==> config.mk <==
export PLATFORM = sky130hd
export DESIGN_NAME = conv_serial_driver
export DESIGN_NICKNAME = d
export VERILOG_FILES = /design/src/rtl/conv_pkg.sv /design/src/rtl/conv_buf_1w1r.sv /design/src/rtl/conv_serial_driver.sv
export SDC_FILE = /design/constraint.sdc
export NUM_CORES = 2
export LEC_CHECK = 0
export CORE_MARGIN = 4
export CORE_UTILIZATION = 56
export CTS_CLUSTER_DIAMETER = 120
export DETAILED_ROUTE_END_ITERATION = 12
export GPL_ROUTABILITY_DRIVEN = 1
export PLACE_DENSITY = 0.77
export SLEW_MARGIN = 15
export SYNTH_ARGS = -nofsm -noshare
export SYNTH_HDL_FRONTEND = slang
export SYNTH_SLANG_ARGS = --single-unit
==> constraint.sdc <==
create_clock -name clk -period 3.88 [get_ports clk]
set_clock_uncertainty 0.1 [all_clocks]
set_input_delay 0.776 -clock clk [delete_from_list [all_inputs] [get_ports clk]]
set_output_delay 0.776 -clock clk [all_outputs]
set_load 0.02 [all_outputs]
==> src/rtl/conv_pkg.sv <==
// rtl/conv_pkg.sv - shared constants and state type for the conv serial driver
package conv_pkg;

    localparam int DATA_W  = 16;
    localparam int OUT_W   = 25;
    localparam int IFM_N   = 49;
    localparam int W_N     = 9;
    localparam int OFM_N   = 25;
    localparam int TIMEOUT = 256;

    // Counter widths: beat counter spans the IFM frame, result index spans the OFM frame
    localparam int BEAT_W  = 6;
    localparam int RES_W   = 5;
    localparam int TO_W    = $clog2(TIMEOUT);

    typedef enum logic [2:0] {
        IDLE,
        SEND,
        WAIT,
        RECV,
        DONE
    } drv_state_t;

endpackage

==> src/rtl/conv_buf_1w1r.sv <==
// rtl/conv_buf_1w1r.sv - single write port, registered read port buffer
module conv_buf_1w1r #(
    parameter int DEPTH = 49,
    parameter int WIDTH = 16,
    parameter int AW    = 6
) (
    input  logic             clk,
    input  logic             rst,
    input  logic             we,
    input  logic [AW-1:0]    waddr,
    input  logic [WIDTH-1:0] wdata,
    input  logic [AW-1:0]    raddr,
    output logic [WIDTH-1:0] rdata
);

    localparam int             IW      = $clog2(DEPTH);
    localparam logic [AW:0]    DEPTH_A = (AW+1)'(DEPTH);

    // Storage is deliberately left uninitialised: reset must not wipe loaded frames
    logic [WIDTH-1:0] mem [DEPTH];
    logic [WIDTH-1:0] rdata_q;

    logic wr_in_range;
    logic rd_in_range;

    assign wr_in_range = ({1'b0, waddr} < DEPTH_A);
    assign rd_in_range = ({1'b0, raddr} < DEPTH_A);

    // Write port: out-of-range addresses are dropped
    always_ff @(posedge clk) begin
        if (we && wr_in_range) begin
            mem[waddr[IW-1:0]] <= wdata;
        end
    end

    // Registered read: out-of-range addresses read as zero, reset clears only the output register
    always_ff @(posedge clk) begin
        if (rst) begin
            rdata_q <= '0;
        end else if (rd_in_range) begin
            rdata_q <= mem[raddr[IW-1:0]];
        end else begin
            rdata_q <= '0;
        end
    end

    assign rdata = rdata_q;

endmodule

==> src/rtl/conv_serial_driver.sv <==
// rtl/conv_serial_driver.sv - streams IFM/kernel to the conv core and captures its OFM results
module conv_serial_driver
    import conv_pkg::*;
(
    input  logic              clk,
    input  logic              rst_n,
    input  logic              cfg_we,
    input  logic              cfg_sel,
    input  logic [5:0]        cfg_addr,
    input  logic [DATA_W-1:0] cfg_wdata,
    input  logic              start,
    output logic              busy,
    output logic              done,
    output logic              timeout_err,
    output logic              in_valid,
    output logic              weight_valid,
    output logic [DATA_W-1:0] In_IFM_1,
    output logic [DATA_W-1:0] In_Weight_1,
    input  logic              out_valid,
    input  logic [OUT_W-1:0]  Out_OFM,
    input  logic [4:0]        res_addr,
    output logic [OUT_W-1:0]  res_rdata
);

    // rst_n is active-high despite its name
    localparam logic [BEAT_W-1:0] BEAT_LAST = BEAT_W'(IFM_N - 1);
    localparam logic [BEAT_W-1:0] IFM_A     = BEAT_W'(IFM_N);
    localparam logic [BEAT_W-1:0] W_A       = BEAT_W'(W_N);
    localparam logic [RES_W-1:0]  RES_LAST  = RES_W'(OFM_N - 1);
    localparam logic [TO_W-1:0]   IDLE_LAST = TO_W'(TIMEOUT - 1);

    drv_state_t        state_q, state_d;
    logic [BEAT_W-1:0] beat_q, beat_d;
    logic [RES_W-1:0]  res_idx_q, res_idx_d;
    logic [TO_W-1:0]   idle_q, idle_d;
    logic              timeout_err_q, timeout_err_d;

    logic              res_we;
    logic              ifm_we;
    logic              w_we;
    logic [BEAT_W-1:0] rd_addr;
    logic [DATA_W-1:0] ifm_rdata;
    logic [DATA_W-1:0] w_rdata;

    // Host writes land only while idle and only at addresses inside the target memory
    assign ifm_we = cfg_we && !busy && !cfg_sel && (cfg_addr < IFM_A);
    assign w_we   = cfg_we && !busy &&  cfg_sel && (cfg_addr < W_A);

    // Memories read one beat ahead so their registered output lines up with the current beat
    assign rd_addr = (state_q == SEND) ? (beat_q + BEAT_W'(1)) : '0;

    conv_buf_1w1r #(
        .DEPTH (IFM_N),
        .WIDTH (DATA_W),
        .AW    (BEAT_W)
    ) u_ifm_buf (
        .clk   (clk),
        .rst   (rst_n),
        .we    (ifm_we),
        .waddr (cfg_addr),
        .wdata (cfg_wdata),
        .raddr (rd_addr),
        .rdata (ifm_rdata)
    );

    conv_buf_1w1r #(
        .DEPTH (W_N),
        .WIDTH (DATA_W),
        .AW    (BEAT_W)
    ) u_w_buf (
        .clk   (clk),
        .rst   (rst_n),
        .we    (w_we),
        .waddr (cfg_addr),
        .wdata (cfg_wdata),
        .raddr (rd_addr),
        .rdata (w_rdata)
    );

    conv_buf_1w1r #(
        .DEPTH (OFM_N),
        .WIDTH (OUT_W),
        .AW    (RES_W)
    ) u_res_buf (
        .clk   (clk),
        .rst   (rst_n),
        .we    (res_we),
        .waddr (res_idx_q),
        .wdata (Out_OFM),
        .raddr (res_addr),
        .rdata (res_rdata)
    );

    // State, counters and sticky timeout flag
    always_ff @(posedge clk) begin
        if (rst_n) begin
            state_q       <= IDLE;
            beat_q        <= '0;
            res_idx_q     <= '0;
            idle_q        <= '0;
            timeout_err_q <= 1'b0;
        end else begin
            state_q       <= state_d;
            beat_q        <= beat_d;
            res_idx_q     <= res_idx_d;
            idle_q        <= idle_d;
            timeout_err_q <= timeout_err_d;
        end
    end

    // Next-state logic: send the frame, then collect results until done or idle too long
    always_comb begin
        state_d       = state_q;
        beat_d        = beat_q;
        res_idx_d     = res_idx_q;
        idle_d        = idle_q;
        timeout_err_d = timeout_err_q;
        res_we        = 1'b0;

        case (state_q)
            IDLE: begin
                if (start) begin
                    state_d       = SEND;
                    beat_d        = '0;
                    res_idx_d     = '0;
                    idle_d        = '0;
                    timeout_err_d = 1'b0;
                end
            end
            SEND: begin
                if (beat_q == BEAT_LAST) begin
                    state_d = WAIT;
                    beat_d  = '0;
                    idle_d  = '0;
                end else begin
                    beat_d = beat_q + BEAT_W'(1);
                end
            end
            WAIT, RECV: begin
                if (out_valid) begin
                    res_we = 1'b1;
                    idle_d = '0;
                    if (res_idx_q == RES_LAST) begin
                        state_d = DONE;
                    end else begin
                        res_idx_d = res_idx_q + RES_W'(1);
                        state_d   = RECV;
                    end
                end else if (idle_q == IDLE_LAST) begin
                    state_d       = IDLE;
                    timeout_err_d = 1'b1;
                end else begin
                    idle_d = idle_q + TO_W'(1);
                end
            end
            DONE: begin
                state_d = IDLE;
            end
            default: begin
                state_d = IDLE;
            end
        endcase
    end

    // Core-facing outputs decode registered state; data is forced to zero outside valid beats
    assign in_valid     = (state_q == SEND);
    assign weight_valid = in_valid && (beat_q < W_A);
    assign In_IFM_1     = in_valid     ? ifm_rdata : '0;
    assign In_Weight_1  = weight_valid ? w_rdata   : '0;

    assign busy        = (state_q != IDLE);
    assign done        = (state_q == DONE);
    assign timeout_err = timeout_err_q;

endmodule
== Word-level counts from Yosys, hierarchy flattened ==
Memories as Yosys holds them, arrays and structs flattened. A register that Yosys moved wholly into a read port is not among the register bits.
Cells that the tools add are included.
Storage, ports and cells
  register bits: 23
  RAM bits: 1553
  input port bits: 58
  output and inout port bits: 62
  word-level logic and storage cells: 96
  memories kept: 3
Operators by class
  add/sub/neg operators: 3
  order comparisons: 9
  equal/unequal tests: 15
  muxes and demuxes: 33
  bitwise operators: 3
  reduce and logical (&&, ||, !) cells: 25
Memory list
  u_ifm_buf.mem: depth 49, width 16, rd ports 1, clocked after memory_dff 1, write ports 1, line conv_buf_1w1r.sv:20  | logic [WIDTH-1:0] mem [DEPTH];
  u_res_buf.mem: depth 25, width 25, rd ports 1, clocked after memory_dff 1, write ports 1, line conv_buf_1w1r.sv:20
  u_w_buf.mem: depth 9, width 16, rd ports 1, clocked after memory_dff 1, write ports 1, line conv_buf_1w1r.sv:20
Operators with widths (count)
  two-way mux 16 bit: 2
  two-way mux 8 bit: 4
  < comparator 6 x 4 -> 1 bit, second input constant: 4
  case mux 8 bit (3 select lines): 1
  < comparator 6 bit, second input constant: 3
  two-way mux 6 bit: 3
  two-way mux 3 bit: 5
  two-way mux 5 bit: 3
  case mux 6 bit (2 select lines): 1
  AND reduction 4 bit: 3
  two-way mux 1 bit: 11
  < comparator 5 bit, second input constant: 2
  != test 2 bit, second input constant: 5
  case mux 5 bit (2 select lines): 1
  logical AND 1 bit: 9
  case mux 3 bit (3 select lines): 1
  adder 8 x 1 -> 8 bit, second input constant: 1
  equality test 8 bit, second input constant: 1
  OR reduction 2 bit: 4
  adder 6 x 1 -> 6 bit, second input constant: 1
  equality test 3 x 2 -> 1 bit, second input constant: 2
  equality test 6 bit, second input constant: 1
  != test 3 bit, second input constant: 2
  nonzero test 3 bit: 2
  other kinds (12): 16

== Logic depth before layout (Yosys ltp) ==
  depth in word-level cells: 8
  gate-level depth with buffers: 16
  mapped depth without buffers: 8

== Hierarchy ==
From an unflattened synthesis, not the netlist that was laid out.
Unflattened totals
  cells, all modules: 3148
  area total of the unflattened synthesis: 63100.5 µm²
Modules (own cells, without submodules)
  conv_buf_1w1r (u_ifm_buf): times used 1, cells each 1453, area an instance 30793.3 µm², seq. area each 23862.9 µm²
  conv_buf_1w1r (u_res_buf): times used 1, cells each 1176, area an instance 24730.0 µm², seq. area each 19268.5 µm²
  conv_buf_1w1r (u_w_buf): times used 1, cells each 310, area an instance 5954.5 µm², seq. area each 4644.5 µm²
  conv_serial_driver: times used 1, cells each 209, area an instance 1622.8 µm², seq. area each 460.4 µm²

== Least setup slack after synthesis ==
Ideal clock, no wire load.
  kind: register to register
  from: register beat_q[0]
  to: register u_ifm_buf.rdata_q[3] (netlist: u_ifm_buf.rdata[3]), read port of u_ifm_buf.mem
  setup time: 0.120 ns
  arrival: 3.477 ns
  required time: 3.660 ns
  slack: 0.183 ns
  stages on the path, launching flop included: 16
  buffers on the path: 9
  clock period less this slack: 3.697 ns
  path through: dfxtp_1 > buf_4 > buf_2 > buf_2 > clkinv_1 > clkbuf_1 > ha_1 > clkbuf_1 > nor4bb_1 > buf_2 > buf_2 > buf_2 > buf_1 > a21oi_1 > a22o_1 > a211o_1
On the way
  longest elaborated chain between the ends: 5
Ends and longest elaborated chain
  start: declaration: line conv_serial_driver.sv:33  | logic [BEAT_W-1:0] beat_q, beat_d;
  start signal: assignment: line conv_serial_driver.sv:104  | beat_q <= beat_d;
  adder 6 x 1 -> 6 bit (*): line conv_serial_driver.sv:50  | assign rd_addr = (state_q == SEND) ? (beat_q + BEAT_W'(1)) : '0;
  two-way mux 6 bit (*): line conv_serial_driver.sv:50
  < comparator 6 bit: line conv_buf_1w1r.sv:27  | assign rd_in_range = ({1'b0, raddr} < DEPTH_A);
  inverter 1 bit (no line)
  OR reduction 2 bit (no line)
  end: declaration: line conv_buf_1w1r.sv:21  | logic [WIDTH-1:0] rdata_q;
Every way passes the cells marked *; elsewhere a longest branch is shown, timed or not.
A chain may end at the register's enable or synchronous reset.

== Final worst setup path ==
  from: register state_q[0]
  to: output in_valid
On the way
  longest elaborated chain between the ends: 1
Ends and longest elaborated chain
  start: declaration: line conv_serial_driver.sv:32  | drv_state_t state_q, state_d;
  start signal: assignment: line conv_serial_driver.sv:103  | state_q <= state_d;
  equality test 3 x 1 -> 1 bit: line conv_serial_driver.sv:166  | assign in_valid = (state_q == SEND);
  end: declaration: line conv_serial_driver.sv:15  | output logic in_valid,
No other way between the ends.

==> results.json <==
{
  "outcome": "finished, final reports clean",
  "cellLeakagePower_nw": 24.5,
  "port_buffers": 119,
  "first_global_vias": 36900,
  "place_hpwl_um": 94600,
  "antenna_found_initial": 5,
  "power.ir.vdd_worst_mv": 0.411,
  "gr-usage-all-layers_pct": 26.7,
  "grt_start_max_net_pins": 131,
  "cell_family_with_the_largest_share_of_critical_path_delay": "buffers and inverters",
  "worst_slew_margin_rel_pct": 20.2,
  "detailedPlace.worstSlack_ns": 0.505,
  "post-route-period-util_pct": 98.6,
  "fin_setup_tns_ns": 0,
  "globalRouteOverflowTotal": 0,
  "cp_data_arrival_time_ns": 2.95,
  "final-hold-violation-count": 0,
  "hold_class": "flip-flop to flip-flop",
  "core_region_area_mm2": 0.113,
  "die_width_um": 346,
  "critical_path.most_common_cell": "buf_4",
  "criticalPathCategory": "flip-flop to output pin",
  "synthDistinctLibCells": 70,
  "startpoint_type": "flip-flop",
  "hold_slack_ns": 0.421,
  "vias": 37200,
  "detail_route.wl_per_cell_um": 27.7,
  "seqCellArea_mm2": 0.0482,
  "synth_edf_count": 1553,
  "synth-async-reset-ratio_pct": 0,
  "firstDrtPassIters": 6,
  "mappedNetlistArea_mm2": 0.0639,
  "drive_above_1_share_pct": 15.9,
  "largest_stage_delay_on_the_critical_path_ns": 0.63,
  "rsz_0062_raised_after_global_routing": "no",
  "cp_data_required_time_ns": 3.00,
  "worst_slew_pin_slew_ns": 1.20,
  "placement_rows": 123,
  "ys_ff_latch": 1633,
  "cts_inserted_buffers": 159,
  "dieArea_mm2": 0.120,
  "synth.top_cells.by_area": "edfxtp_1, mux4_2, mux2i_1, nand2_1, dfxtp_1",
  "synth_fp_nets": 4020,
  "routed_via_density": 6.39,
  "ys_warn_count": 0,
  "critical_path.endpoint_type": "output pin",
  "layout_setup_ws_ns": 0.0526,
  "postRouteAntennaNets": 0,
  "layout-area-overhead-vs-synth_pct": 14.4,
  "post-synth-top-count-cell": "edfxtp_1",
  "drv_cap": 0,
  "synth_seq_area_share_pct": 75.4,
  "h_tree_depth_reported_by_cts": 4,
  "drv_slew": 0,
  "power.density_mw_per_mm2": 506,
  "postLayoutCoreUtil_pct": 64.8,
  "grt_first_pass_wirelength_um": 239000,
  "setup_violations": 0,
  "fin_crit_ns": 3.83,
  "synth_top_area_share_pct": 72.9,
  "crit_path_top_delay_cell": "clkdlybuf4s50_1",
  "number_of_instances_in_the_synthesized_netlist": 3955,
  "drt_first_iter_violations": 4781,
  "cts.path.max_buffers": 3,
  "clock_pin_slew_on_the_worst_setup_and_hold_paths_ns": 0.06,
  "io_pins": 120,
  "floorplan.initialDensity_pct": 56.6,
  "fp.dieH_um": 346,
  "worstPathCellList": "or3b_1 > buf_4 > inv_6 > buf_4 > clkdlybuf4s50_1",
  "ys_dominant_reg_cell": "edfxtp_1",
  "synthTopCellsByCount": "edfxtp_1, nand2_1, mux2i_1",
  "clock_insertion_delay_worst_skew_ns": 0.76,
  "fmaxAchievable_mhz": 261,
  "num-fill-cells": 7462,
  "cts_tree": "done",
  "clock-sinks": 1633,
  "critPathBufInv": 4,
  "finalWirelength_um": 161000,
  "netlist.top_cell.by_area": "edfxtp_1",
  "critical_path_peak_fanout": 18,
  "post_synth.cell_area_avg_um2": 16.2,
  "multi_input_logic_area_mm2": 0.0148,
  "finalNetCount": 4248,
  "clock_tree.root_cell": "clkbuf_16",
  "post-cts-setup-buffers": 0,
  "gp_routability_congestion": 0.926,
  "drcViolationCount": 0,
  "p_total_mw": 37.0
}
-- per-stage QoR --
| step | cell area, um^2 | cells |
|---|---|---|
| after floorplan | 63900 | 3955 |
| after global placement | 67900 | 5522 |
| after detailed placement | 67900 | 5522 |
| after CTS | 73200 | 5812 |
| after global routing | 73200 | 5812 |
| final | 73200 | 5813 |
-- cell families after synthesis --
group,count (synthesis),share of synthesized area [%]
flops,1633,75.4
simple gates,1096,7.80
compound gates,540,5.60
mux,402,9.00
buf+inv,264,1.85
xor+xnor,13,0.178
fa+ha+maj,7,0.137
-- layout make-up --
| class | count | area share (%) |
|---|---|---|
| clock buffers | 211 | 6.11 |
| clock inverters | 79 | 1.04 |
| well taps | 1500 | 2.57 |
| diodes | 1 | 0.00342 |
| repair buffers | 324 | 4.06 |
| flip-flops and latches | 1633 | 65.9 |
| multi-input cells | 2058 | 20.2 |
| inverters | 7 | 0.0428 |
-- tightest hold or removal path, cell delays in order, from the launching register on --
cell and delay [ns]:
dfxtp_1 0.34, xor2_1 0.07, nor2_1 0.07
-- metal layers --
layer | global-route usage, % | up-vias | share of wire (%)
met4 | 13.5 | 6 | 5.3
met1 | 34.7 | 18600 | 36
met3 | 4.09 | 427 | 8.7
li1 | - | 15800 | -
met2 | 44.3 | 2293 | 50
met5 | 0 | - | 0.025
-- worst paths after layout --
path,cells past startpoint,slack (ns),startpoint,to
setup reg to reg,7,0.44,beat_q[2],u_ifm_buf.rdata[3]
hold reg to reg,2,0.42,idle_q[7],idle_q[7]
hold / removal,2,0.42,idle_q[7],idle_q[7]
setup / recovery,5,0.05,state_q[0],in_valid
-- state kept, by name, indices dropped and copies added (netlist names) --
register	count
u_res_buf.rdata	25
timeout_err	1
u_res_buf.mem	625
idle_q	8
res_idx_q	5
beat_q	6
u_w_buf.rdata	16
u_ifm_buf.rdata	16
u_w_buf.mem	144
u_ifm_buf.mem	784
state_q	3
-- repair_timing --
item	4_1_cts	5_1_grt
cloned	0	0
hold endpoints to repair	0	0
hold buffers	0	0
setup endpoints to repair	31	1
resized for setup	33	1
-- report_power, final --
| part | internal, mW | switching (mW) | total, mW |
|---|---|---|---|
| Combinational | 0.756 | 1.50 | 2.25 |
| Clock | 8.82 | 6.52 | 15.3 |
| Sequential | 19.4 | 0.0515 | 19.4 |
-- cells in the final DEF (no fill, tap or decap), types with 17 or more instances in the layout --
master,n
nor2_4,25
or3_1,20
buf_12,29
dfxtp_1,79
nor2b_1,54
buf_4,178
clkbuf_16,164
clkinv_1,18
clkbuf_8,19
a22oi_1,29
nor2_1,150
nor3_1,30
buf_2,17
o21ai_0,71
mux2i_1,243
edfxtp_1,1553
clkdlybuf4s50_1,69
a21oi_1,155
dlygate4sd2_1,28
mux2_2,22
nand3_1,198
a211oi_1,87
nand2_1,501
o221ai_1,23
and2_1,34
a22o_1,19
nand3b_1,19
clkbuf_1,28
clkinv_2,28
mux4_2,136
a31oi_1,47
Note: power is estimated with default switching activity, not from simulation.
